### config.mk
export PLATFORM = sky130hd
export DESIGN_NAME = hex_keypad_scanner
export DESIGN_NICKNAME = d
export VERILOG_FILES = /design/src/rtl/hex_keypad_pkg.sv /design/src/rtl/sync_2ff.sv /design/src/rtl/hex_keypad_scanner.sv
export SDC_FILE = /design/constraint.sdc
export NUM_CORES = 1
export LEC_CHECK = 0
export CORE_UTILIZATION = 30
export DETAILED_ROUTE_END_ITERATION = 6
export HOLD_SLACK_MARGIN = 0.1
export SETUP_SLACK_MARGIN = 0.3
export SYNTH_ARGS = -nofsm -noshare
export SYNTH_HDL_FRONTEND = slang
export SYNTH_SLANG_ARGS = --single-unit
export TNS_END_PERCENT = 50
### constraint.sdc
create_clock -name clk -period 3.66 [get_ports clk]
set_input_delay 0.915 -clock clk [delete_from_list [all_inputs] [get_ports clk]]
set_output_delay 0.915 -clock clk [all_outputs]
set_load 0.1 [all_outputs]
### src/rtl/hex_keypad_pkg.sv
// Shared types and constants for the 4x4 hex keypad scanner.
package hex_keypad_pkg;

    localparam int NUM_ROWS = 4;
    localparam int NUM_COLS = 4;
    localparam int CODE_W   = 4;

    localparam logic [NUM_ROWS-1:0] ROW_RESET = 4'b1110;

    typedef enum logic [1:0] {
        SCAN     = 2'd0,
        DEBOUNCE = 2'd1,
        HELD     = 2'd2
    } state_t;

    // One-cold pattern with the zero at position idx.
    function automatic logic [3:0] one_cold(input logic [1:0] idx);
        return ~(4'b0001 << idx);
    endfunction

    function automatic logic single_low(input logic [NUM_COLS-1:0] c);
        return (c == 4'b1110) || (c == 4'b1101) || (c == 4'b1011) || (c == 4'b0111);
    endfunction

    function automatic logic [1:0] low_index(input logic [NUM_COLS-1:0] c);
        logic [1:0] idx;
        idx = 2'd0;
        case (c)
            4'b1101: idx = 2'd1;
            4'b1011: idx = 2'd2;
            4'b0111: idx = 2'd3;
            default: idx = 2'd0;
        endcase
        return idx;
    endfunction

endpackage

### src/rtl/sync_2ff.sv
// Generic two-flop synchronizer with asynchronous active-high reset to RESET_VAL.
module sync_2ff #(
    parameter int               WIDTH     = 1,
    parameter logic [WIDTH-1:0] RESET_VAL = '1
) (
    input  logic             clk,
    input  logic             rst,
    input  logic [WIDTH-1:0] d,
    output logic [WIDTH-1:0] q
);

    logic [WIDTH-1:0] meta_p0;

    always_ff @(posedge clk or posedge rst) begin
        if (rst) begin
            meta_p0 <= RESET_VAL;
            q       <= RESET_VAL;
        end else begin
            meta_p0 <= d;
            q       <= meta_p0;
        end
    end

endmodule

### src/rtl/hex_keypad_scanner.sv
// 4x4 active-low keypad scanner with debounce and a 4-digit entry shift register.
// Optional auto-repeat while a key is held: define KEYPAD_AUTOREPEAT_EN.
module hex_keypad_scanner
    import hex_keypad_pkg::*;
#(
    parameter int SCAN_CNT_WIDTH   = 14,
    parameter int DEBOUNCE_SAMPLES = 4,
    parameter int REPEAT_SAMPLES   = 64
) (
    input  logic                clk,
    input  logic                rst,
    output logic [NUM_ROWS-1:0] o_rows,
    input  logic [NUM_COLS-1:0] i_cols,
    input  logic                i_clear,
    output logic                o_key_valid,
    output logic [CODE_W-1:0]   o_key_code,
    output logic [15:0]         o_data
);

    localparam int DB_W = $clog2(DEBOUNCE_SAMPLES + 1);

    logic [NUM_COLS-1:0]       cols_s;
    logic [SCAN_CNT_WIDTH-1:0] dwell_cnt;
    logic [1:0]                row_idx;
    logic [1:0]                col_lat;
    logic [DB_W-1:0]           db_cnt;
    state_t                    state;

    logic              sample, valid, none, same, accept;
    logic [1:0]        col_idx;
    logic [CODE_W-1:0] acc_code;

    sync_2ff #(.WIDTH(NUM_COLS), .RESET_VAL(4'b1111)) u_col_sync (
        .clk (clk),
        .rst (rst),
        .d   (i_cols),
        .q   (cols_s)
    );

`ifdef KEYPAD_AUTOREPEAT_EN
    localparam int RP_W = $clog2(REPEAT_SAMPLES + 1);
    logic [RP_W-1:0] rep_cnt;
`endif

    assign sample  = &dwell_cnt;
    assign valid   = single_low(cols_s);
    assign none    = &cols_s;
    assign col_idx = low_index(cols_s);
    assign same    = (cols_s == one_cold(col_lat));

    // Accept decision for the current sample; outputs register it one cycle later.
    always_comb begin
        accept   = 1'b0;
        acc_code = {row_idx, col_lat};
        if (sample) begin
            case (state)
                SCAN: begin
                    if (valid && DEBOUNCE_SAMPLES == 1) begin
                        accept   = 1'b1;
                        acc_code = {row_idx, col_idx};
                    end
                end
                DEBOUNCE: accept = same && (db_cnt == DB_W'(DEBOUNCE_SAMPLES - 1));
`ifdef KEYPAD_AUTOREPEAT_EN
                HELD:     accept = same && (rep_cnt == RP_W'(REPEAT_SAMPLES - 1));
`endif
                default:  accept = 1'b0;
            endcase
        end
    end

    always_ff @(posedge clk or posedge rst) begin
        if (rst) begin
            dwell_cnt   <= '0;
            row_idx     <= 2'd0;
            o_rows      <= ROW_RESET;
            col_lat     <= 2'd0;
            db_cnt      <= '0;
            state       <= SCAN;
            o_key_valid <= 1'b0;
            o_key_code  <= '0;
            o_data      <= '0;
`ifdef KEYPAD_AUTOREPEAT_EN
            rep_cnt     <= '0;
`endif
        end else begin
            dwell_cnt   <= dwell_cnt + 1'b1;
            o_key_valid <= accept;
            if (accept)
                o_key_code <= acc_code;
            if (i_clear)
                o_data <= accept ? {12'h000, acc_code} : 16'h0000;
            else if (accept)
                o_data <= {o_data[11:0], acc_code};

            if (sample) begin
                case (state)
                    SCAN: begin
                        if (valid) begin
                            col_lat <= col_idx;
                            db_cnt  <= (DEBOUNCE_SAMPLES == 1) ? DB_W'(0) : DB_W'(1);
                            state   <= (DEBOUNCE_SAMPLES == 1) ? HELD : DEBOUNCE;
                        end else begin
                            row_idx <= row_idx + 2'd1;
                            o_rows  <= one_cold(row_idx + 2'd1);
                        end
                    end
                    DEBOUNCE: begin
                        if (same) begin
                            if (accept) begin
                                db_cnt <= '0;
                                state  <= HELD;
                            end else begin
                                db_cnt <= db_cnt + 1'b1;
                            end
                        end else begin
                            db_cnt  <= '0;
                            state   <= SCAN;
                            row_idx <= row_idx + 2'd1;
                            o_rows  <= one_cold(row_idx + 2'd1);
                        end
                    end
                    HELD: begin
                        // Anything other than an all-high sample restarts the release count.
                        if (none) begin
                            if (db_cnt == DB_W'(DEBOUNCE_SAMPLES - 1)) begin
                                db_cnt  <= '0;
                                state   <= SCAN;
                                row_idx <= row_idx + 2'd1;
                                o_rows  <= one_cold(row_idx + 2'd1);
                            end else begin
                                db_cnt <= db_cnt + 1'b1;
                            end
                        end else begin
                            db_cnt <= '0;
                        end
                    end
                    default: state <= SCAN;
                endcase
`ifdef KEYPAD_AUTOREPEAT_EN
                if (state == HELD && same && !accept)
                    rep_cnt <= rep_cnt + 1'b1;
                else
                    rep_cnt <= '0;
`endif
            end
        end
    end

endmodule

# After elaboration in Yosys (flattened, before gate mapping)
# Cells that the tools add are included.
[totals]
regBits = 56
input_bits = 7
out_inout_bits = 25
[op_classes]
add_sub_neg = 3
eq_ne = 14
shifts = 2
n_mux = 28
bitwise = 2
reduce_logical = 13
[op_table]
columns = ["cell", "count"]
rows = [
  ["$mux W16", 2],
  ["$reduce_and A16 Y1", 2],
  ["$mux W4", 5],
  ["$reduce_and A19 Y1", 1],
  ["$mux W2", 9],
  ["$pmux W2 S3", 3],
  ["$reduce_and A18 Y1", 1],
  ["$mux W3", 5],
  ["$add A14 B1 Y14 const B", 1],
  ["$reduce_and A14 Y1", 1],
  ["$eq A4 B4 Y1 const B", 3],
  ["$pmux W4 S3", 1],
  ["$ne A2 B2 Y1 const B", 5],
  ["$pmux W3 S3", 1],
  ["$not A4 Y4", 2],
  ["$shl A1 B2 Y4 const A", 2],
  ["$eq A4 B3 Y1 const B", 1],
  ["$eq A4 B4 Y1", 1],
  ["$reduce_and A4 Y1", 1],
  ["$add A3 B1 Y3 const B", 1],
  ["$eq A3 B2 Y1 const B", 1],
  ["$logic_or A1 B1 Y1", 3],
  ["$ne A3 B3 Y1 const B", 1],
  ["$reduce_bool A3 Y1", 1],
  ["7 further kinds", 8],
]

# Depth between registers and ports, before layout
[logic_depth]
word_depth = 9
depth_mapped = 8
mapped_depth_nobuf = 7

# By module
# A second synthesis with hierarchy kept.
[hier_totals]
hier_cells = 221
area_unflattened_um2 = 2585.0
[by_module_without_submodules]
columns = ["mod", "instances", "cells_each", "area_per_inst_um2", "seq_area_each_um2"]
rows = [
  ["hex_keypad_scanner", 1, 212, 2371.0, 1204.9],
  ["sync_2ff", 1, 9, 214.0, 210.2],
]

# Worst setup path after synthesis
# OpenSTA, ideal clock, no wires.
[synth_path]
kind = "reg-to-reg"
start = "register db_cnt[0]"
end = "register row_idx[1]"
setup_time_ps = 128
arrival_ps = 1821
path_slack_ps = 1711
path_stages_with_launch = 8
n_path_buf = 0
path_cell_list = "dfrtp_1 ha_1 ha_1 inv_2 o31a_1 nor3_2 nand4_4 mux2_1"
[synth_via]
elab_chain_len = 3
[synth_lines]
columns = ["element", "line_no", "rtl"]
rows = [
  ["start: declaration", "hex_keypad_scanner.sv:26", "logic [DB_W-1:0] db_cnt;"],
  ["start signal: assignment", "hex_keypad_scanner.sv:101", "db_cnt <= (DEBOUNCE_SAMPLES == 1) ? DB_W'(0) : DB_W'(1);"],
  ["start signal: assignment", "hex_keypad_scanner.sv:114", "db_cnt <= db_cnt + 1'b1;"],
  ["start signal: assignment", "hex_keypad_scanner.sv:132", "db_cnt <= db_cnt + 1'b1;"],
  ["$eq A3 B2 Y1", "hex_keypad_scanner.sv:126", "if (db_cnt == DB_W'(DEBOUNCE_SAMPLES - 1)) begin"],
  ["$ne A2 B2 Y1 (no source line)", "--", ""],
  ["$reduce_and A19 Y1 (no source line)", "--", ""],
  ["end signal: assignment", "hex_keypad_scanner.sv:104", "row_idx <= row_idx + 2'd1;"],
  ["end signal: assignment", "hex_keypad_scanner.sv:119", "row_idx <= row_idx + 2'd1;"],
  ["end signal: assignment", "hex_keypad_scanner.sv:129", "row_idx <= row_idx + 2'd1;"],
  ["end: declaration", "hex_keypad_scanner.sv:24", "logic [1:0] row_idx;"],
]
# Every way passes these cells.
# A chain may end at the register's enable or synchronous reset.

# Worst setup path in the final report
[layout_path]
start = "register o_data[0]"
end = "output o_data[0]"
[layout_rtl]
columns = ["element", "line_no", "rtl"]
rows = [
  ["start: declaration", "hex_keypad_scanner.sv:17", "output logic [15:0] o_data"],
  ["start signal: assignment", "hex_keypad_scanner.sv:92", "o_data <= accept ? {12'h000, acc_code} : 16'h0000;"],
  ["start signal: assignment", "hex_keypad_scanner.sv:94", "o_data <= {o_data[11:0], acc_code};"],
]
# No word-level cell between the ends.

==> impl_results.md <==
* Synth area leader: dfrtp_1
* VDD IR max at roughly 0.18 mV
* Starting Density at 31.25%
* Row Count at 34
* Critical path's slowest cell: clkdlybuf4s50_1
* Wire per inst at 13.62 um
* Drt drc at 0
* Final WS setup at approximately 900 ps
* CTS tree: built
* Critical Path Source Type: flip-flop
* Drt total wl at between 5000 and 6000 um
* Number of gates resized after cts at 0
* Clock sinks at 56
* Die Footprint at between 0.009 and 0.01 mm2
* Slew @ Worst Pin at 968.8 ps
* Worst stage delay on the critical path at ~1200 ps
* RePlAce Congestion at 0.7969
* Die width at 97.55 um
* Clk Latency, worst-skew pair at 310 ps
* Fmax at 0.3594 GHz
* Vias in the first global route at between 1500 and 2000
* Setup TNS at 0 ps
* Post-Syn Area at approximately 0.0027 mm2
* Root buffer cell: clkbuf_8
* Largest net degree at the start of global routing at 27
* Gr busiest metal: met2
* Status: finished clean
* Worst-path fanout max at 3
* Syn Area/Cell at 11.51 um2
* M2 GR Usage at 17.86%
* DP Area at 0.003126 mm2
* Post-synthesis sequential area ratio at 51.67%
* Final Hold Viols at 0
* Overall power at about 1.0 mW
* Setup Skew at about 12 ps
* Layout cell share with drive strength beyond 1 at about a fifth
* Setup-failing EPs final at 0
* DRT Pass-1 Iters at 4
* Critical path arrival at 1870 ps
* Port Buf Inserts at 31
* Hold crit path type: flip-flop to flip-flop
* Yosys reg bits at 56
* Ys flop type: dfrtp_1
* Core Region at 0.008763 mm2
* Post-CTS Setup Bufs at 0
* Remaining antenna violation count at 0
* Nets at 290
* Critical path, cell by cell: clkdlybuf4s50_1
* Setup WS pre-CTS at 1232 ps
* TritonCTS Buffers at 5
* Overflow left after global routing at 0
* Max_cap viols at 0
* First DRT Iteration DRCs at 120
* Met3 Resource Use GR at 2.734%
* Synth cell types at 55
* RSZ-0062 raised after global routing: no
* IO Count at 32
* Rel. slew slack at 35.21%
* YS warnings at 0
* H-tree levels at 2
* ANT cells at 0
* Cells after Synth at 238
* P&R area growth vs syn at 17.54%
* Reg2reg setup slack at 1370 ps
* Antenna violations before repair at 0
* Synth area leaders: dfrtp_1 41%, dfstp_2 11%, ha_1 5.5%, xnor2_1 4.2%, nand3_1 4.0%
* CP bufs+invs at 1
* Fin area at 0.003219 mm2
* PD cells at 316.3 mW/mm2
* Filler cell count at 881
* Final Max Slew Viols at 0
* Buffer depth of the longest clock path at 2
* Ys async rst share at 100.0%
* WS Path Type: flip-flop to output pin
* Tmin final at 2783 ps
* Clock-pin slew on the worst setup and hold paths at 100 ps
* Data required time of the worst path at ~2700 ps
* Fin util at 36.74%
* Total track usage at 11.85%
* Met1 GRT Util at 16.77%
* DR vias at 1882
* Die H at 97.55 um
* DPL Wire Length at 3713 um
* Leakage at 1.386 nW
* First-pass GRT wire length at 9183 um
* Setup crit end kind: output pin
* Final Cycle Share at 76.03%
* Post-synth EDFFs at 0
* Share of the synthesized area in the top cell type at 41.11%
* Vias per cell at 4.953
* CP top delay family: buffers and inverters
* Synth Net Count at 257
* Cts hold-fix bufs at 0
==> metal layers <==
metal	wire length, um	share of wire [%]
met5	0	0
met2	2320	45
met1	2520	49
met4	50	0.97
met3	283	5.5
==> registers in the layout, summed over array words and instances (netlist names) <==
register,cells
o_data,16
dwell_cnt,14
o_key_code,4
o_rows,4
u_col_sync.meta_p0,4
u_col_sync.q,4
db_cnt,3
col_lat,2
row_idx,2
state,2
o_key_valid,1
==> kinds of logic after synthesis <==
| logic type | Yosys count | synth area share, % |
|---|---|---|
| buffers and inverters | 23 | 4.202 |
| adders and majority gates | 12 | 5.482 |
| xor gates and xnor gates | 16 | 5.117 |
| muxes | 11 | 4.248 |
| AOI/OAI and AO/OA | 50 | 12.24 |
| and+or+nand+nor | 70 | 17.04 |
| DFF | 56 | 51.67 |
==> cells in the mapped netlist, types with 4 or more instances <==
| master | instances |
|---|---|
| o21ai_2 | 5 |
| o21ai_0 | 4 |
| mux2i_1 | 6 |
| mux2_1 | 5 |
| inv_1 | 14 |
| nor2_1 | 9 |
| nand2_1 | 11 |
| dfstp_2 | 11 |
| ha_1 | 12 |
| nand3_1 | 22 |
| o21ai_1 | 6 |
| a22o_1 | 4 |
| dfrtp_1 | 45 |
| xnor2_1 | 13 |
| a21oi_1 | 16 |
==> layout by cell type, fill, tap and decap left out, drive strengths merged, types with 11 or more instances in the layout <==
| cell | count |
|---|---|
| a21oi | 16 |
| buf | 12 |
| clkdlybuf4s50 | 22 |
| dfrtp | 45 |
| dfstp | 11 |
| ha | 12 |
| inv | 15 |
| nand2 | 12 |
| nand3 | 23 |
| o21ai | 16 |
| xnor2 | 13 |
==> stage by stage <==
step	hold slack [ps]	instances
floorplan	345.2	238
global placement	347.2	372
detailed placement	347.5	372
CTS	361.4	380
global route	365.1	380
finish	360.5	380
==> power breakdown <==
part	switching (mW)	total [mW]	internal [mW]
logic	0.0214	0.0344	0.0130
clock network	0.197	0.351	0.154
registers	0.00624	0.633	0.627
total	0.224	1.02	0.794
==> final cells by class <==
type	count	area, um2	area share [%]
Clock buffer	7	86.33	2.682
Clock inverter	1	7.507	0.2332
Inverter	15	56.30	1.749
Multi-Input combinational cell	159	1209	37.54
Sequential cell	56	1415	43.96
Tap cell	108	135.1	4.197
Timing Repair Buffer	34	310.3	9.639
==> worst paths after layout <==
kind / startpoint / to / depth (start not counted)
setup / recovery: o_data[0] / o_data[0] / 1
hold / removal: u_col_sync.meta_p0[3] / u_col_sync.q[3] / 0
setup reg to reg: db_cnt[0] / o_data[3] / 6
hold reg to reg: u_col_sync.meta_p0[3] / u_col_sync.q[3] / 0
max in group asynchronous: rst / u_col_sync.meta_p0[0] / 3
min in group asynchronous: rst / col_lat[1] / 2
Power figures use the tool's default switching activity.
